==> src/rtl/lcd_pkg.sv <==
// -----------------------------------------------------------------------------
// lcd_pkg
// Shared definitions for the HD44780-over-PCF8574 LCD path:
//   - PCF8574 bit positions of the LCD control lines
//   - common HD44780 instruction codes
//   - sequencer state encoding
//   - lcd_frame(): builds one PCF8574 frame byte of the 4-bit write sequence
// -----------------------------------------------------------------------------
package lcd_pkg;

    // PCF8574 output bit positions; the data nibble occupies [7:4].
    localparam int LCD_BL = 3;
    localparam int LCD_EN = 2;
    localparam int LCD_RW = 1;
    localparam int LCD_RS = 0;

    // HD44780 instruction codes.
    localparam logic [7:0] LCD_CLEAR     = 8'h01;
    localparam logic [7:0] LCD_HOME      = 8'h02;
    localparam logic [7:0] LCD_FUNC_4B2L = 8'h28;
    localparam logic [7:0] LCD_DISP_ON   = 8'h0C;
    localparam logic [7:0] LCD_ENTRY     = 8'h06;
    localparam logic [7:0] LCD_LINE1     = 8'h80;
    localparam logic [7:0] LCD_LINE2     = 8'hC0;

    typedef enum logic [1:0] {
        ST_IDLE      = 2'd0,
        ST_ISSUE     = 2'd1,
        ST_WAIT_DONE = 2'd2,
        ST_HOLD      = 2'd3
    } lcd_state_e;

    // Frame index: bit 1 selects the nibble (0 = high, 1 = low),
    // bit 0 selects the E phase (0 = E high, 1 = E low).
    function automatic logic [7:0] lcd_frame(input logic [7:0] byte_v,
                                             input logic [1:0] idx,
                                             input logic       bl,
                                             input logic       rs);
        logic [7:0] f;
        f         = 8'h00;
        f[7:4]    = idx[1] ? byte_v[3:0] : byte_v[7:4];
        f[LCD_BL] = bl;
        f[LCD_EN] = ~idx[0];
        f[LCD_RW] = 1'b0;
        f[LCD_RS] = rs;
        return f;
    endfunction

endpackage

==> src/rtl/lcd_delay_counter.sv <==
// -----------------------------------------------------------------------------
// lcd_delay_counter
// Loadable down-counter that stops at zero. tc_o is high whenever the count
// is zero, so a load of 0 yields terminal count on the very next cycle.
// Ports:
//   clk        in   system clock
//   rst        in   asynchronous, active-high reset
//   load_i     in   load strobe (takes priority over counting)
//   load_val_i in   value loaded on load_i
//   tc_o       out  terminal count (count == 0)
// -----------------------------------------------------------------------------
module lcd_delay_counter #(
    parameter int WIDTH = 18
) (
    input  logic             clk,
    input  logic             rst,
    input  logic             load_i,
    input  logic [WIDTH-1:0] load_val_i,
    output logic             tc_o
);

    logic [WIDTH-1:0] cnt_q;
    logic [WIDTH-1:0] cnt_d;

    always_comb begin
        cnt_d = cnt_q;
        if (load_i) begin
            cnt_d = load_val_i;
        end else if (cnt_q != '0) begin
            cnt_d = cnt_q - 1'b1;
        end
    end

    // NOTE: state registers use non-blocking assignments so every flop
    // samples pre-edge values regardless of process evaluation order.
    always_ff @(posedge clk or posedge rst) begin
        if (rst) begin
            cnt_q <= '0;
        end else begin
            cnt_q <= cnt_d;
        end
    end

    assign tc_o = (cnt_q == '0);

endmodule

==> src/rtl/lcd_nibble_sequencer.sv <==
// -----------------------------------------------------------------------------
// lcd_nibble_sequencer
// Turns one LCD instruction/data byte into the PCF8574 frame sequence for an
// HD44780 in 4-bit mode (high nibble with E pulse, then low nibble with E
// pulse), issuing each frame as a single-byte i2c_master write, then holds
// off for the controller's execution delay.
//
// Optional feature macro: LCD_LONG_CMD_DELAY_EN
//   defined   : Clear (0x01) / Return Home (0x02) instructions wait LONG_WAIT_CYC
//   undefined : every transfer waits SHORT_WAIT_CYC (upstream handles 2 ms)
//
// Ports:
//   clk, rst        clock, asynchronous active-high reset
//   in_valid/ready  upstream byte handshake (accept = in_valid && in_ready)
//   in_byte         instruction or character code
//   in_rs           0 = instruction, 1 = data
//   in_nibble_only  send the high nibble only
//   backlight       BL bit for this transfer
//   i2c_start       one-cycle start pulse to i2c_master
//   i2c_data        PCF8574 byte to write
//   i2c_busy        master transfer in progress
//   i2c_done        master completion pulse
//   busy            high from accept until in_ready returns
// -----------------------------------------------------------------------------
module lcd_nibble_sequencer
    import lcd_pkg::*;
#(
    parameter int SHORT_WAIT_CYC = 5000,
    parameter int LONG_WAIT_CYC  = 200000
) (
    input  logic       clk,
    input  logic       rst,
    input  logic       in_valid,
    output logic       in_ready,
    input  logic [7:0] in_byte,
    input  logic       in_rs,
    input  logic       in_nibble_only,
    input  logic       backlight,
    output logic       i2c_start,
    output logic [7:0] i2c_data,
    input  logic       i2c_busy,
    input  logic       i2c_done,
    output logic       busy
);

    localparam int CNT_W = $clog2(LONG_WAIT_CYC + 1);
    localparam logic [CNT_W-1:0] SHORT_LD = CNT_W'(SHORT_WAIT_CYC);

    lcd_state_e state_q, state_d;
    logic [1:0] idx_q,   idx_d;
    logic [7:0] byte_q,  byte_d;
    logic       rs_q,    rs_d;
    logic       nib_q,   nib_d;
    logic       bl_q,    bl_d;
    logic [7:0] data_q,  data_d;

    logic             cnt_load;
    logic             cnt_tc;
    logic [CNT_W-1:0] wait_val;
    logic             last_frame;

    // Nibble-only transfers end after F1, full bytes after F3.
    assign last_frame = nib_q ? (idx_q == 2'd1) : (idx_q == 2'd3);

`ifdef LCD_LONG_CMD_DELAY_EN
    localparam logic [CNT_W-1:0] LONG_LD = CNT_W'(LONG_WAIT_CYC);
    logic long_sel;
    assign long_sel = !rs_q && ((byte_q == LCD_CLEAR) || (byte_q == LCD_HOME));
    assign wait_val = long_sel ? LONG_LD : SHORT_LD;
`else
    assign wait_val = SHORT_LD;
`endif

    // NOTE: every signal driven here gets a default first, so no path
    // through the case statement can infer a latch.
    always_comb begin
        state_d   = state_q;
        idx_d     = idx_q;
        byte_d    = byte_q;
        rs_d      = rs_q;
        nib_d     = nib_q;
        bl_d      = bl_q;
        data_d    = data_q;
        cnt_load  = 1'b0;
        i2c_start = 1'b0;

        unique case (state_q)
            ST_IDLE: begin
                if (in_valid) begin
                    byte_d  = in_byte;
                    rs_d    = in_rs;
                    nib_d   = in_nibble_only;
                    bl_d    = backlight;
                    idx_d   = 2'd0;
                    // F0 is registered at accept so it is already on
                    // i2c_data in the first ISSUE cycle.
                    data_d  = lcd_frame(in_byte, 2'd0, backlight, in_rs);
                    state_d = ST_ISSUE;
                end
            end
            ST_ISSUE: begin
                if (!i2c_busy) begin
                    i2c_start = 1'b1;
                    state_d   = ST_WAIT_DONE;
                end
            end
            ST_WAIT_DONE: begin
                if (i2c_done) begin
                    if (last_frame) begin
                        cnt_load = 1'b1;
                        state_d  = ST_HOLD;
                    end else begin
                        idx_d   = idx_q + 2'd1;
                        data_d  = lcd_frame(byte_q, idx_q + 2'd1, bl_q, rs_q);
                        state_d = ST_ISSUE;
                    end
                end
            end
            ST_HOLD: begin
                // Counter holds N right after the load, so HOLD spans N+1 cycles.
                if (cnt_tc) begin
                    state_d = ST_IDLE;
                end
            end
            default: state_d = ST_IDLE;
        endcase
    end

    always_ff @(posedge clk or posedge rst) begin
        if (rst) begin
            state_q <= ST_IDLE;
            idx_q   <= 2'd0;
            byte_q  <= 8'h00;
            rs_q    <= 1'b0;
            nib_q   <= 1'b0;
            bl_q    <= 1'b0;
            data_q  <= 8'h00;
        end else begin
            state_q <= state_d;
            idx_q   <= idx_d;
            byte_q  <= byte_d;
            rs_q    <= rs_d;
            nib_q   <= nib_d;
            bl_q    <= bl_d;
            data_q  <= data_d;
        end
    end

    lcd_delay_counter #(
        .WIDTH (CNT_W)
    ) u_delay (
        .clk        (clk),
        .rst        (rst),
        .load_i     (cnt_load),
        .load_val_i (wait_val),
        .tc_o       (cnt_tc)
    );

    assign i2c_data = data_q;
    assign in_ready = (state_q == ST_IDLE);
    assign busy     = (state_q != ST_IDLE);

endmodule

==> config.mk <==
export PLATFORM = sky130hd
export DESIGN_NAME = lcd_nibble_sequencer
export DESIGN_NICKNAME = d
export VERILOG_FILES = /design/src/rtl/lcd_pkg.sv /design/src/rtl/lcd_delay_counter.sv /design/src/rtl/lcd_nibble_sequencer.sv
export SDC_FILE = /design/constraint.sdc
export NUM_CORES = 1
export LEC_CHECK = 0
export BUFFER_PORTS_ARGS = -buffer_cell sky130_fd_sc_hd__buf_4
export CAP_MARGIN = 25
export CORE_UTILIZATION = 55
export DETAILED_ROUTE_END_ITERATION = 16
export PLACE_DENSITY = 0.79
export SYNTH_ARGS = -nofsm -noshare
export SYNTH_HDL_FRONTEND = slang
export SYNTH_HIERARCHICAL = 1
export SYNTH_SLANG_ARGS = --single-unit
==> constraint.sdc <==
create_clock -name clk -period 6.1 [get_ports clk]
set_input_delay 0.61 -clock clk [delete_from_list [all_inputs] [get_ports clk]]
set_output_delay 0.61 -clock clk [all_outputs]
set_load 0.1 [all_outputs]
Yosys cells after proc, flatten, opt, wreduce, memory -nomap -nowiden
Index checks and enable logic that the tools add are counted.
W data, S select, Z words.
{ "op_classes": {"order_cmp": 0, "addsub": 2, "n_eq_ne": 10, "reduce_logical": 9, "n_mux": 23, "n_shift": 0, "n_mul": 0, "bitwise": 1, "n_div": 0} }
{ "ops": {"columns": ["operator", "count"], "rows": [
  ["$mux W18", 2],
  ["$mux W8", 3],
  ["$logic_not A18 Y1", 1],
  ["$reduce_bool A18 Y1", 1],
  ["$sub A18 B1 Y18 const B", 1],
  ["$mux W2", 8],
  ["$pmux W8 S2", 1],
  ["$ne A2 B2 Y1 const B", 5],
  ["$pmux W2 S4", 1],
  ["$reduce_and A4 Y1", 2],
  ["$eq A2 B2 Y1 const B", 3],
  ["$mux W1", 6],
  ["$reduce_bool A2 Y1", 3],
  ["$eq A2 B1 Y1 const B", 2],
  ["$mux W4", 1],
  ["$pmux W2 S2", 1],
  ["$add A2 B1 Y2 const B", 1],
  ["$logic_not A2 Y1", 1],
  ["$reduce_and A2 Y1", 1],
  ["$not A1 Y1", 1]
]} }
{ "totals": {"latchBits": 0, "ff_bits": 41, "wordCells": 53, "inputBits": 16, "rom_bits": 0, "output_inout_bits": 11, "mem_count": 0, "ramBits": 0} }

Logic depth before layout (Yosys ltp)
Gate-level depths: netlist (run 1).
{ "logic_depth": {"ltp_word": 6, "mapped_depth": 9, "mapped_depth_nobuf": 7} }

By module
The synthesis (run 1) kept the hierarchy.
{ "by_module_without_submodules": {"columns": ["mod", "area_each_um2", "instances", "cells_per_inst"], "rows": [
  ["lcd_nibble_sequencer", 1166.1, 1, 95],
  ["lcd_delay_counter", 1112.3, 1, 113]
]} }

Worst setup path after synthesis (run 1)
Ideal clock, no wire load.
{ "synth_path": {"path_kind": "reg2out", "startpoint": "register state_q[1]", "endpoint": "output port i2c_start", "arrival_ps": 2763, "n_path_buf": 2, "required_time_ps": 5490, "path_stages_with_launch": 4, "slack_ps": 2727, "cell_sequence": "dfrtp_1 buf_6 buf_2 nor3_1"} }
{ "synth_between": {"elab_chain_cells": 2} }
{ "synth_lines": {"columns": ["item", "line", "source"], "rows": [
  ["start: declaration", "lcd_nibble_sequencer.sv:49", "lcd_state_e state_q, state_d;"],
  ["start signal: assignment", "lcd_nibble_sequencer.sv:139", "state_q <= state_d;"],
  ["$eq A2 B1 Y1", "lcd_nibble_sequencer.sv:87", "unique case (state_q)"],
  ["$mux W1", "lcd_nibble_sequencer.sv:87", null],
  ["end: declaration", "lcd_nibble_sequencer.sv:39", "output logic i2c_start,"]
]} }
No other way between the ends.

Worst setup path in the final report (run 1)
{ "layout_path": {"startpoint": "register state_q[1]", "endpoint": "register u_delay.cnt_q[1]"} }
{ "layout_between": {"elab_chain_cells": 3, "word_cells_on_any_way": 4} }
{ "layout_lines": {"columns": ["item", "line", "source"], "rows": [
  ["$eq A2 B2 Y1 (*)", "lcd_nibble_sequencer.sv:87", null],
  ["$mux W1 (*)", "lcd_nibble_sequencer.sv:87", null],
  ["net cnt_load", "lcd_nibble_sequencer.sv:57", "logic cnt_load;"],
  ["$mux W18 or $reduce_bool A2 Y1 (tied branches)", null, null],
  ["end signal: assignment", "lcd_delay_counter.sv:40", "cnt_q <= cnt_d;"],
  ["end: declaration", "lcd_delay_counter.sv:22", "logic [WIDTH-1:0] cnt_q;"]
]} }
The timed path passes the listed nets; every way through them passes the cells marked *.
A chain may end at the register's enable or synchronous reset.

==> run summary, run 1 <==
GR Util All Layers: 22.4%
Max Slew Vio Count: 0
Setup TNS: 0 ns
Largest net degree at the start of global routing: 23
Pleak: 1.18 nW
Share of layout cells above drive strength 1: 25.2%
Ant. Diodes: 0
CTS tree: done
1st-pass router iterations: 4
Logic pwr share: 48.0%
Highest Clock Rate: 357 MHz
Detailed-route via count: 1600
First-pass GRT wire length: 7270 um
Post-DR wirelength/cell: 14.1 um
RSZ-0062 raised after global routing: false
Cell area after synthesis: 2280 sq um
Post-Syn Instances: 208
Worst Skew: 0.0107 ns
Share of flip-flops with an asynchronous set or reset: 100%
CP max stage cell: and2_1
Final setup vio count: 0
Clock root cell: clkbuf_8
Reg2reg path depth: 5
Total power: 1.47 mW
Total Wirelength: 4230 um
Area taken by multi-input logic gates: 1230 sq um
Chip Height: 66.4 um
Reg-to-Reg Start: state_q[1]
Routed Antenna Nets: 0
GRT Residual Overflow: 0
Crit path DAT: 2.98 ns
Cts bufs inserted: 5
Hold_buf cts: 0
Switching part of the total: 44.8%
Final period util: 45.9%
Distinct cells, synth: 50
Register bit total from synthesis: 40
Worst skew pair latency: 0.29 ns
CP top delay family: simple AND/OR/NAND/NOR gates
FILL cells: 310
Post-CTS Setup Inserts: 0
Row count: 23
Sequential area share after synthesis: 43.9%
Design area: 2670 sq um
CP max FO: 21
PortBufs: 25
Core Footprint: 4000 sq um
Die footprint: 4400 sq um
Post-Layout Cell Count: 300
Post-DP HPWL: 2990 um
Setup slack after layout: 3.30 ns
Clock group share of total power: 16.1%
Critical Path RT: 6.28 ns
Worst Setup Path Type: flop to flop
DR DRC count: 0
Main synth FF type: dfrtp_1
Reg power frac: 35.8%
Worst reg-to-reg setup slack: 3.30 ns
Status: completed
Die width: 66.4 um
Cell-internal power: 0.812 mW
Initial Util: 57.0%
IO Pins: 27
CTS sink cnt: 40
Worst VDD drop: 299 uV
Startpoint class of the critical path: flop
Crit path buffers/inverters: 1
Pwr/cell area: 551 nW/um^2
Area Growth Syn to Fin: 17.1%
GP Congestion: 0.845
Mapped Avg Cell Area: 11.0 sq um
Final hold vios: 0
CP cell instances: nand3b_1 > nor2_1 > and2_1 > inv_1 > mux2_4
Final Critical Period: 2.80 ns
Max-slew headroom: 43.4%
Vias in the first global route: 1568
Post-CTS Resized: 0
Worst Max-Slew Pin Slew: 0.848 ns
P_sw: 0.658 mW
Initial antenna violation count: 0
Post-synth EDFFs: 0
Clock Tree Buf Depth: 2
Drt first-iter violations: 105
Placed Area: 2540 sq um
Synth Warn #: 6
HP Class: primary input to async pin
Vias per cell: 5.33
H-tree depth: 2
Storage cell area: 1000 sq um
Clock transition at path regs: 0.08 ns
CP peak stage delay: 0.69 ns
Max cap viols: 0
CP Capture Type: flop
Final #Nets: 266
FF-to-FF End: u_delay/cnt_q[1]
Dpl ws: 3.29 ns
Placed cell count: 292
## synthesized netlist by cell type, types with 2 or more instances
master	number	share of area (%)
a21oi_1	8	1.8
dfrtp_1	40	44
buf_6	2	0.99
nor4_4	2	1.9
o21ai_0	4	0.88
xnor2_1	14	5.4
nand2b_1	2	0.55
nor2_1	9	1.5
nand4b_1	2	0.77
nor4_2	2	1.1
inv_1	13	2.1
mux2_4	3	2.0
o31ai_1	4	1.3
mux2_1	5	2.5
nand2_1	20	3.3
nand3_1	2	0.44
mux2_2	13	6.4
nor3b_1	9	3.0
nor3_1	4	0.88
and2_1	2	0.55
mux2i_1	4	1.8
o211ai_1	6	2.0
conb_1	2	0.33
or3_4	2	0.99
a2bb2oi_1	2	0.77
o32ai_1	4	1.5
nand3b_1	3	0.99
clkbuf_1	2	0.33
buf_2	2	0.44
## per-stage QoR
step                utilization, %  hold slack (ns)
finish                        66.7            0.431
global route                  66.7            0.478
CTS                           66.7            0.447
detailed placement            63.5            0.485
global placement              63.5            0.481
floorplan                        -            0.459
## flip-flops by register name, summed over array words and instances (netlist names)
signal         count
bl_q               1
byte_q             8
u_delay/cnt_q     18
state_q            2
idx_q              2
nib_q              1
i2c_data           7
rs_q               1
## layout make-up
cell class,count,share of cell area [%]
multi-input combinational,162,46.2
tap,50,2.35
clock inverter,1,1.13
clock buffer,7,3.61
sequential,40,37.5
timing repair buffer,25,7.04
inverter,15,2.11
## power groups by stage
stage	logic, mW	clock network, mW	registers (mW)
after floorplan	0.451	0	0.655
after global placement	0.693	0	0.525
after detailed placement	0.704	0	0.531
after CTS	0.711	0.245	0.527
after global routing	0.762	0.255	0.548
final	0.706	0.237	0.527
## worst register-to-register path: stages, from the launching register on
cell	delay, ns
dfrtp_1	0.65
nand3b_1	0.16
nor2_1	0.31
and2_1	0.69
inv_1	0.47
mux2_4	0.41
## kinds of logic (layout without fill, tap and decap cells)
family	after synthesis	after routing	share of synthesized area [%]
flops	40	40	43.9
mux	26	26	13.6
simple gates	66	66	19.5
buf+inv	23	48	4.72
fa+ha+maj	1	1	0.549
compound gates	35	35	11.5
other cells	2	19	0.330
xor+xnor	15	15	5.77
## cells in the final DEF, fill, tap and decap left out, types with 3 or more instances in the layout
| master | netlist | final |
|---|---|---|
| buf_4 | 1 | 25 |
| nand2_1 | 20 | 20 |
| o21ai_0 | 4 | 4 |
| o32ai_1 | 4 | 4 |
| mux2_1 | 5 | 5 |
| mux2i_1 | 4 | 4 |
| nor2_1 | 9 | 9 |
| nor3b_1 | 9 | 9 |
| o31ai_1 | 4 | 4 |
| a21oi_1 | 8 | 8 |
| mux2_4 | 3 | 3 |
| nor3_1 | 4 | 4 |
| xnor2_1 | 14 | 14 |
| clkbuf_8 | 0 | 7 |
| dfrtp_1 | 40 | 40 |
| o211ai_1 | 6 | 6 |
| inv_1 | 13 | 13 |
| conb_1 | 2 | 19 |
| nand3b_1 | 3 | 3 |
| mux2_2 | 13 | 13 |
## per-layer routing
metal  GRT usage [%]  wire length [um]  part of all wire, %  vias to the layer above
met5               0                 0                    0                        -
met4            7.98                46                  1.1                        0
met3            5.34               135                  3.2                        4
met2            34.6              1920                   45                       31
met1            30.4              2130                   50                      757
li1                -                 -                    -                      808
## worst max-delay path by stage
stage | depth (start not counted) | startpoint | slack, ns | end
after floorplan | 3 | state_q[1] | 2.73 | i2c_start
after global placement | 5 | state_q[0] | 3.42 | u_delay/cnt_q[1]
after detailed placement | 5 | state_q[1] | 3.29 | u_delay/cnt_q[1]
after CTS | 5 | state_q[1] | 3.28 | u_delay/cnt_q[1]
after global routing | 5 | state_q[1] | 3.05 | u_delay/cnt_q[1]
final | 5 | state_q[1] | 3.30 | u_delay/cnt_q[1]
Power figures use the tool's default switching activity.
==> inputs of run 2 (changes only) <==
- ABC_AREA: unset -> 1
- PLACE_DENSITY: 0.79 -> 0.78
- clock period: 6.1 -> 2.7 ns (I/O delays scaled with it)
==> run 2 against run 1 <==
Sequential cell count stayed put. Synthesized area is 8.7% higher. Critical path depth is 6 higher. Via count is 29% higher.
==> run summary, run 2 <==
Largest net degree at the start of global routing: 24 (+4.3%)
Main synth FF type: dfrtp_1
Post-CTS Setup Inserts: 0 (unchanged)
Max reg flops: 18 (unchanged)
Cts bufs inserted: 5 (unchanged)
Final hold vios: 0 (unchanged)
RSZ-0062 raised after global routing: false
Post-CTS Resized: 0 (unchanged)
First-pass GRT wire length: 8590 um (+18%)
Setup TNS: 0 ns (unchanged)
CTS tree: done
FILL cells: 368 (+19%)
Mapped Avg Cell Area: 7.62 sq um (-30%)
Max cap viols: 0 (unchanged)
Distinct cells, synth: 37 (-26%)
Max-slew headroom: 45.1% (+1.8 points)
H-tree depth: 2 (unchanged)
Worst Max-Slew Pin Slew: 0.822 ns (-0.0263 ns)
Drt first-iter violations: 157 (+50%)
Routed Antenna Nets: 0 (unchanged)
Row count: 24 (+4.3%)
HP Class: primary input to async pin
Final period util: 70.2% (+24 points)
1st-pass router iterations: 4 (unchanged)
Synth Warn #: 6 (unchanged)
CTS sink cnt: 40 (unchanged)
Cell area after synthesis: 2480 sq um (+8.7%)
Highest Clock Rate: 527 MHz (+47%)
Most frequent cells in the layout: nand2_1 (94), dfrtp_1 (40), inv_1 (32)
Initial antenna violation count: 0 (unchanged)
Share of flip-flops with an asynchronous set or reset: 100% (unchanged)
Pwr/cell area: 1210 nW/um^2 (+120%)
Final setup vio count: 0 (unchanged)
Core Footprint: 4350 sq um (+8.9%)
Post-Syn Instances: 325 (+56%)
Critical Path RT: 2.88 ns (-3.40 ns)
Chip Height: 69.1 um (+4.1%)
Crit path DAT: 2.07 ns (-0.91 ns)
Ant. Diodes: 0 (unchanged)
DR DRC count: 0 (unchanged)
Area Growth Syn to Fin: 13.9%
CP max FO: 3 (-86%)
Clock root cell: clkbuf_8
Design area: 2820 sq um (+5.8%)
Register bit total from synthesis: 40 (unchanged)
Leading area contributor after synthesis: dfrtp_1
List of most frequent post-synthesis cells: nand2_1 (94), dfrtp_1 (40), inv_1 (32), nand3_1 (25), nor2_1 (24)
Worst Skew: 0.00488 ns (-0.00586 ns)
Die width: 69.1 um (+4.1%)
Final Critical Period: 1.90 ns (-0.901 ns)
Hold_buf cts: 0 (unchanged)
Final #Nets: 384 (+44%)
Worst Setup Path Type: flop to flop
Worst VDD drop: 509 uV (+70%)
Clock Tree Buf Depth: 2 (unchanged)
Clock transition at path regs: 0.08 ns (about the same)
Max Slew Vio Count: 0 (unchanged)
Die footprint: 4780 sq um (+8.5%)
Status: completed
Vias per cell: 4.92 (-7.8%)
GR Util All Layers: 22.3% (-0.062 points)
IO Pins: 27 (unchanged)
Total Wirelength: 4850 um (+15%)
Initial Util: 56.9% (-0.063 points)
GRT Residual Overflow: 0 (unchanged)
Pleak: 1.43 nW (+22%)
Share of layout cells above drive strength 1: 22.6% (-2.6 points)
Post-DR wirelength/cell: 11.5 um (-18%)
Vias in the first global route: 1850 (+18%)
Startpoint class of the critical path: flop
Post-DP HPWL: 3640 um (+22%)
Detailed-route via count: 2065 (+29%)
GP Congestion: 0.802 (-5.0%)
Count leader, synth: nand2_1
Largest Register: u_delay/cnt_q
CP Capture Type: flop
Placed Area: 2730 sq um (+7.2%)
Post-synth EDFFs: 0 (unchanged)
Sequential area share after synthesis: 40.4% (-3.5 points)
Setup slack after layout: 0.803 ns (-2.50 ns)
PortBufs: 25 (unchanged)
Synth top area cells: dfrtp_1 (40%), nand2_1 (14%), nand3_1 (5.1%), inv_1 (4.8%), o21ai_0 (4.0%)
Synth top area share: 40.4% (-3.5 points)
Dpl ws: 0.828 ns (-2.46 ns)
Worst skew pair latency: 0.29 ns (about the same)
Most common cell after layout, fill and taps aside: nand2_1
-- run 2: per-layer routing --
layer	track usage (%)	share of wire, %	vias up
li1	-	-	1098
met1	33.6	51	924
met2	32.1	45	39
met3	4.68	3.5	4
met4	6.80	0.80	0
met5	0	0	-
-- run 2: final timing paths --
kind	slack (ns)	end	cells after the start	from
max in group asynchronous	2.04	i2c_data[3]	2	rst
worst min register to register	0.49	rs_q	2	rs_q
worst max register to register	0.80	state_q[0]	11	u_delay/cnt_q[1]
worst max-delay path	0.80	state_q[0]	11	u_delay/cnt_q[1]
worst min-delay path	0.11	u_delay/cnt_q[0]	2	rst
min in group clk	0.21	byte_q[0]	3	in_byte[0]
-- run 2: cell families (layout without fill, tap and decap cells) --
family                     Yosys count  count (layout)  share of synthesized area [%]
AOI/OAI and AO/OA                   51              51                           12.1
muxes                                4               4                           1.82
other                                2              19                          0.303
DFF                                 40              40                           40.4
and+or+nand+nor                    178             178                           35.2
buffers and inverters               48              74                           9.39
xor gates and xnor gates             1               1                          0.354
adders and majority gates            1               1                          0.505
-- run 2: cell type report --
cell class / count / area [sq um] / area share [%]
inverters: 39 / 149 / 5.27
well taps: 52 / 65.1 / 2.30
repair buffers: 27 / 203 / 7.18
clock buffers: 6 / 82.6 / 2.93
clock inverters: 2 / 15.0 / 0.532
flip-flops and latches: 40 / 1000 / 35.5
multi-input cells: 254 / 1310 / 46.3
-- run 2: critical path, stage by stage, from the launching register on --
cell and delay, ns:
dfrtp_1 0.40, inv_1 0.08, ha_1 0.16, nand2_1 0.07
nor2_1 0.17, nand2_1 0.13, nor2_2 0.14, nand3_1 0.10
nor2_1 0.13, o21ai_0 0.13, o21ai_0 0.19, nand2_1 0.06
-- run 2: power breakdown --
part / switching (mW) / internal, mW / leakage (nW) / total, mW
clock: 0.214 / 0.207 / 0.0434 / 0.421
sequential: 0.237 / 0.885 / 0.480 / 1.12
combinational: 1.31 / 0.563 / 0.911 / 1.87
-- run 2: metrics by stage --
stage / utilization [%] / instances / power (mW) / hold WS (ns)
final: 64.8 / 420 / 3.41 / 0.114
after global routing: 64.8 / 420 / 3.68 / 0.160
after CTS: 64.8 / 420 / 3.43 / 0.116
after detailed placement: 62.6 / 412 / 3.00 / 0.441
after global placement: 62.6 / 412 / 2.95 / 0.441
after floorplan: - / 342 / 2.64 / 0.209
